### config.mk
export PLATFORM = sky130hd
export DESIGN_NAME = seq_mul_add
export DESIGN_NICKNAME = d
export VERILOG_FILES = /design/src/rtl/seq_mul_add_pkg.sv /design/src/rtl/seq_mul_add.sv
export SDC_FILE = /design/constraint.sdc
export NUM_CORES = 1
export LEC_CHECK = 0
export CAP_MARGIN = 20
export CORE_MARGIN = 1.5
export CORE_UTILIZATION = 50
export DETAILED_ROUTE_END_ITERATION = 8
export GPL_TIMING_DRIVEN = 0
export PLACE_DENSITY = 0.74
export REMOVE_ABC_BUFFERS = 1
export SYNTH_ARGS = -nofsm -noshare
export SYNTH_HDL_FRONTEND = slang
export SYNTH_SLANG_ARGS = --single-unit
### constraint.sdc
create_clock -name clk -period 7.11 [get_ports clk]
set_input_delay 1.422 -clock clk [delete_from_list [all_inputs] [get_ports clk]]
set_output_delay 1.422 -clock clk [all_outputs]
set_load 0.01 [all_outputs]
### src/rtl/seq_mul_add_pkg.sv
// Shared types for the sequential signed multiply-add: FSM state encoding
// and counter width helper.
package seq_mul_add_pkg;

    typedef enum logic [1:0] {
        IDLE = 2'd0,
        CALC = 2'd1,
        FIX  = 2'd2,
        DONE = 2'd3
    } state_t;

    function automatic int cnt_width(input int m);
        return $clog2(m) + 1;
    endfunction

endpackage

### src/rtl/seq_mul_add.sv
// Radix-2 shift-add signed multiply-add, result = A*B + C in 2M bits, valid/ready on both sides.
// Optional registered M-bit range overflow flag under MULADD_OVF_FLAG_EN.
module seq_mul_add
    import seq_mul_add_pkg::*;
#(
    parameter int M = 32
) (
    input  logic             clk,
    input  logic             rst_n,
    input  logic             in_valid,
    output logic             in_ready,
    input  logic [M-1:0]     multiplicand,
    input  logic [M-1:0]     multiplier,
    input  logic [M-1:0]     addend,
    output logic             out_valid,
    input  logic             out_ready,
`ifdef MULADD_OVF_FLAG_EN
    output logic             overflow,
`endif
    output logic [2*M-1:0]   result
);

    localparam int CW = cnt_width(M);

    // Magnitude of the most negative value is 2^(M-1), which still fits unsigned.
    function automatic logic [M-1:0] mag(input logic [M-1:0] v);
        return v[M-1] ? -v : v;
    endfunction

    function automatic logic [2*M-1:0] fix_result(input logic [2*M-1:0] acc,
                                                  input logic           neg,
                                                  input logic [2*M-1:0] c_ext);
        return (neg ? -acc : acc) + c_ext;
    endfunction

    state_t            r_state;
    state_t            w_next;
    logic [2*M-1:0]    r_mcand;
    logic [M-1:0]      r_mplier;
    logic              r_neg;
    logic [2*M-1:0]    r_addend;
    logic [2*M-1:0]    r_acc;
    logic [CW-1:0]     r_cnt;
    logic [2*M-1:0]    r_result;
    logic              r_out_valid;
    logic [2*M-1:0]    w_fix;

    assign w_fix     = fix_result(r_acc, r_neg, r_addend);
    assign result    = r_result;
    assign out_valid = r_out_valid;

    always_ff @(posedge clk or negedge rst_n) begin
        if (!rst_n) begin
            r_state <= IDLE;
        end else begin
            r_state <= w_next;
        end
    end

    always_comb begin
        w_next   = r_state;
        in_ready = 1'b0;
        case (r_state)
            IDLE: begin
                in_ready = 1'b1;
                if (in_valid) w_next = CALC;
            end
            CALC:    if (r_cnt == CW'(M - 1)) w_next = FIX;
            FIX:     w_next = DONE;
            DONE:    if (out_ready) w_next = IDLE;
            default: w_next = IDLE;
        endcase
    end

    // The multiplicand magnitude shifts left one place per step, equivalent to shifting by the counter.
    always_ff @(posedge clk or negedge rst_n) begin
        if (!rst_n) begin
            r_mcand     <= '0;
            r_mplier    <= '0;
            r_neg       <= 1'b0;
            r_addend    <= '0;
            r_acc       <= '0;
            r_cnt       <= '0;
            r_result    <= '0;
            r_out_valid <= 1'b0;
        end else begin
            case (r_state)
                IDLE: begin
                    if (in_valid) begin
                        r_mcand  <= {{M{1'b0}}, mag(multiplicand)};
                        r_mplier <= mag(multiplier);
                        r_neg    <= multiplicand[M-1] ^ multiplier[M-1];
                        r_addend <= {{M{addend[M-1]}}, addend};
                        r_acc    <= '0;
                        r_cnt    <= '0;
                    end
                end
                CALC: begin
                    if (r_mplier[0]) r_acc <= r_acc + r_mcand;
                    r_mcand  <= r_mcand << 1;
                    r_mplier <= r_mplier >> 1;
                    r_cnt    <= r_cnt + CW'(1);
                end
                FIX: begin
                    r_result    <= w_fix;
                    r_out_valid <= 1'b1;
                end
                DONE: begin
                    if (out_ready) r_out_valid <= 1'b0;
                end
                default: ;
            endcase
        end
    end

`ifdef MULADD_OVF_FLAG_EN
    logic r_ovf;
    logic [M:0] w_top;

    // In range for M-bit signed iff the upper M+1 bits are all sign copies.
    assign w_top    = w_fix[2*M-1:M-1];
    assign overflow = r_ovf;

    always_ff @(posedge clk or negedge rst_n) begin
        if (!rst_n) begin
            r_ovf <= 1'b0;
        end else if (r_state == FIX) begin
            r_ovf <= ~((&w_top) | (~|w_top));
        end else if (r_state == DONE && out_ready) begin
            r_ovf <= 1'b0;
        end
    end
`endif

endmodule

-- After elaboration in Yosys (flattened, before gate mapping)
Index checks and enable logic that the tools add are counted.
- output and inout port bits: 66
- word-level logic and storage cells: 51
- register bits: 266
- bits of input ports: 100
- reductions and logical operators: 8
- mux-type cells: 19
- eq/ne operators: 8
- $add $sub $neg: 6
- bitwise logic cells: 1
- operators by type and width (operator ; count):
    $mux W64 ; 4
    $pmux W64 S2 ; 2
    $add A64 B64 Y64 ; 2
    $mux W32 ; 3
    $neg A32 Y32 ; 2
    $neg A64 Y64 ; 1
    $pmux W32 S2 ; 1
    $pmux W6 S2 ; 1
    $ne A2 B2 Y1 const B ; 4
    $pmux W2 S4 ; 1
    $add A6 B1 Y6 const B ; 1
    $eq A6 B5 Y1 const B ; 1
    $mux W2 ; 3
    $mux W6 ; 1
    $reduce_and A2 Y1 ; 3
    $reduce_and A3 Y1 ; 2
    $eq A2 B2 Y1 const B ; 2
    $reduce_bool A2 Y1 ; 2
    $eq A2 B1 Y1 const B ; 1
    $logic_not A2 Y1 ; 1
    $mux W1 ; 2
    $pmux W1 S2 ; 1
    $xor A1 B1 Y1 ; 1

-- Longest topological paths before layout
- depth after elaboration: 4
- depth in mapped cells: 20
- mapped depth without buffers: 20

-- Worst setup path before layout
OpenSTA, ideal clock, no wires.
- kind: register to register
- start: register r_acc[29]
- end: register r_result[60], in the netlist result[60]
- path buffers: 1
- data arrival time: 4.599 ns
- library setup time: 0.125 ns
- setup slack: 2.387 ns
- cell stages (with the launch flop): 18
- period minus slack after synthesis: 4.723 ns
- required time: 6.985 ns
- path through: dfrtp_1 or4_4 or4_4 nor4_4 nand3_1 o31ai_1 xnor2_1 ha_1 clkbuf_1 nand2_1 nor3_1 o21ai_0 a2111oi_2 nor3_2 o41ai_2 a221oi_1 xnor2_1 mux2_2
- word-level cells in the longest chain between the ends: 3
- RTL lines (what ; RTL line ; text):
    start, declared ; seq_mul_add.sv:42 ; logic [2*M-1:0] r_acc;
    start signal, assigned ; seq_mul_add.sv:99 ; if (r_mplier[0]) r_acc <= r_acc + r_mcand;
    $neg A64 Y64 ; seq_mul_add.sv:33 ; return (neg ? -acc : acc) + c_ext;
    $mux W64 (*) ; seq_mul_add.sv:33 ;
    $add A64 B64 Y64 (*) ; seq_mul_add.sv:33 ;
    end signal, assigned ; seq_mul_add.sv:105 ; r_result <= w_fix;
    end, declared ; seq_mul_add.sv:44 ; logic [2*M-1:0] r_result;
Every way passes the cells marked *; elsewhere a longest branch is shown, timed or not.
A chain may end at the register's enable or synchronous reset.

-- Worst setup path in the final report
- start: register r_acc[5]
- end: register r_result[60], in the netlist result[60]
The elaborated chain is that of the path after synthesis.

==> results_dict.tcl <==
set metrics [dict create \
    skew_ns 0.02837 \
    nets 2717 \
    start_kind "register" \
    drcViolationCount 0 \
    fin_ws_ns 0.9276 \
    utilization_pct 58.91 \
    clkTransAtPathRegs_ns 0.07 \
    ys_seq_area_share_pct 32.74 \
    period_share_pct 86.95 \
    gp_congestion 0.9310 \
    r2r-start "r_acc[5]$_DFFE_PN0P_" \
    synth_async_sr_flop_share_pct 100.0 \
    grt_first_pass_wirelength_um 86570 \
    grt_pass1_vias 16760 \
    max-slew-margin-rel_pct 32.72 \
    post-place-ws_ns 0.9505 \
    rows 73 \
    htree_levels 1 \
    yosysWarnings 0 \
    gr-total-overflow 0 \
    worstSkewPairLatency_ns 0.58 \
    vias 17910 \
    syn_area_um2 20330 \
    arrival_ns 6.65 \
    ff2ff_setup_slack_ns 0.93 \
    postCtsHoldBufs 0 \
    leakagePower_nw 10.36 \
    final-hold-violation-count 0 \
    track_usage_pct 25.14 \
    die_h_um 204.6 \
    timing.rr.end "result[60]$_DFFE_PN0P_" \
    critPathCaptureType "register" \
    detail_route.iter0.violations 1374 \
    max_cap_violations 0 \
    hold_start "r_mplier[17]$_DFFE_PN0P_" \
    worstPathMaxFanout 5 \
    r2r_cells 18 \
    hold_end "r_mplier[17]$_DFFE_PN0P_" \
    fin_crit_ns 6.182 \
    synth_seq_cells 266 \
    fin_total_pwr_mw 13.26 \
    cts_setup_buffers 0 \
    die_x_um 204.6 \
    status "completed" \
    antenna_found_initial 0 \
    synth_edf_count 0 \
    io_pins 166 \
    initial_core_util_pct 50.93 \
    drtAntennaViolNets 0 \
    die_area_um2 41880 \
    critPathMostFrequentCell "nand2_1" \
    critPathRequiredTime_ns 7.58 \
    cts_resized 0 \
    synth.area.top_cells "dfrtp_1 (33%), ha_1 (9.1%), xnor2_1 (6.0%), o21ai_0 (5.8%), a21oi_1 (5.7%)" \
    place_area_um2 22480 \
    yosys.area.top_type "dfrtp_1" \
    cts_root_buffer "clkbuf_16" \
    critPathTopFamily "simple AND/OR/NAND/NOR gates" \
    cp_slowest_cell "nor3_1" \
    io_buffers 165 \
    slew_violations 0 \
    synth_cells 2372 \
    synth_flop_cell "dfrtp_1" \
    cts_made_buffers 31 \
    timing.hold.ws_ns 0.4822 \
    antennaDiodeCount 0 \
    syn_to_final_growth_pct 15.67 \
    finalSetupViolCount 0 \
    power_per_cell_area_nw_per_um2 563.9 \
    yosysMostFrequentCell "dfrtp_1" \
    clock_sinks 266 \
    cts.path.max_buffers 3 \
    cts_tree "built" \
    fmax_mhz 161.7 \
    rsz0062_at_grt "false" \
    dp_hpwl_um 40440 \
    critPathKind "reg -> reg" \
    synth.top_cell.area_share_pct 32.74 \
    path_cells "or3_1, or2_2, nor3_1, nand2_1, nor4_1, nand2_1, o21ai_0, xnor2_1, ha_1, nand2_1, nor3_1, o21ai_0, a2111oi_2, nor3_2, o41ai_2, a221oi_1, xnor2_1, mux2_2" \
    dr.pass1.iters 5 \
    ys_top_cells_by_count "dfrtp_1 (266), nand2_1 (265), o21ai_0 (234), a21oi_1 (230), nor2_1 (160)" \
    final_layout_size_suffix_gt1_share_pct 7.146 \
    yosys.cell_types.count 77 \
    whs_path_depth 2 \
    hp-class "reg -> reg" \
    coreArea_um2 39910 \
    vdd_drop_max_v 0.0003710 \
    avgViaCountPerCell 5.939 \
    postSynthAreaPerCell_um2 8.570 \
    wire_per_inst_um 17.45 \
    slowest_delay_ns 0.69 \
    stdcell_area_um2 23510 \
    path_buf_inv 0 \
    worstMarginPinSlew_ns 1.009 \
    nFillCells 3524 \
    wl_um 52640 \
    grt_max_degree 121 \
]
-- cell families (layout without fill, tap and decap cells) --
| family | after synthesis | in the layout | synth area share, % |
|---|---|---|---|
| AOI/OAI and AO/OA | 803 | 803 | 24.55 |
| xor gates and xnor gates | 232 | 232 | 9.996 |
| DFF | 266 | 266 | 32.74 |
| adders and majority gates | 150 | 150 | 9.306 |
| and+or+nand+nor | 661 | 661 | 15.26 |
| buffers and inverters | 170 | 289 | 3.213 |
| muxes | 90 | 90 | 4.930 |
-- layout by cell type (no fill, tap or decap), types with 36 or more instances in the layout --
cell / n
a21o_1: 75
a21oi_1: 229
a22o_1: 39
clkdlybuf4s50_1: 164
dfrtp_1: 264
ha_1: 146
inv_1: 56
mux2_2: 81
nand2_1: 263
nand4_1: 45
nor2_1: 160
o21ai_0: 234
o21bai_1: 36
o31ai_1: 43
xnor2_1: 140
xor2_1: 92
-- power breakdown --
group,internal [mW],total (mW),switching (mW)
Clock,0.935,1.57,0.633
Sequential,2.19,2.89,0.695
Combinational,3.74,8.81,5.06
-- flip-flops by register name, indices dropped and copies added, names as in the netlist --
signal     flops
r_mcand       64
r_cnt          6
r_state        2
out_valid      1
r_neg          1
r_addend      32
result        64
r_acc         64
r_mplier      32
-- worst min-delay path: cells and delay by family (launching register included) --
kind | cells | cell delay, ns
simple gates | 1 | 0.05
flops | 1 | 0.34
compound gates | 1 | 0.06
-- metal layers --
layer / global-route usage (%) / routed length [um]
met5: 0 / 0
met4: 5.068 / 1034
met3: 3.038 / 2935
met2: 39.18 / 22780
met1: 37.31 / 25890
-- how the worst max path moves through the flow --
| stage | start | to | slack (ns) | cells past startpoint |
|---|---|---|---|---|
| finish | r_acc[5]$_DFFE_PN0P_ | result[60]$_DFFE_PN0P_ | 0.93 | 18 |
| floorplan | r_state[1]$_DFFE_PN0P_ | r_acc[19]$_DFFE_PN0P_ | 0.74 | 6 |
| global route | r_acc[5]$_DFFE_PN0P_ | result[62]$_DFFE_PN0P_ | 0.41 | 18 |
| detailed placement | r_acc[5]$_DFFE_PN0P_ | result[60]$_DFFE_PN0P_ | 0.95 | 18 |
| global placement | rst_n | result[54]$_DFFE_PN0P_ | -6.66 | 1 |
| CTS | r_acc[5]$_DFFE_PN0P_ | result[60]$_DFFE_PN0P_ | 0.96 | 18 |
-- final cells by class --
cell class / count / area (um^2) / share of cell area (%)
inverter: 57 / 214.0 / 0.9099
multi-input combinational: 1936 / 13070 / 55.59
tap: 525 / 656.9 / 2.794
clock inverter: 13 / 126.4 / 0.5374
clock buffer: 44 / 884.6 / 3.762
timing repair buffer: 175 / 1902 / 8.088
sequential: 266 / 6659 / 28.32
-- stage by stage --
step           std cells  TNS [ns]
3_3_place_gp        2949  -1948.40
5_1_grt             3016         0
4_1_cts             3015         0
6_report            3016         0
3_5_place_dp        2958         0
2_1_floorplan       2259         0
Note: power is estimated with default switching activity, not from simulation.
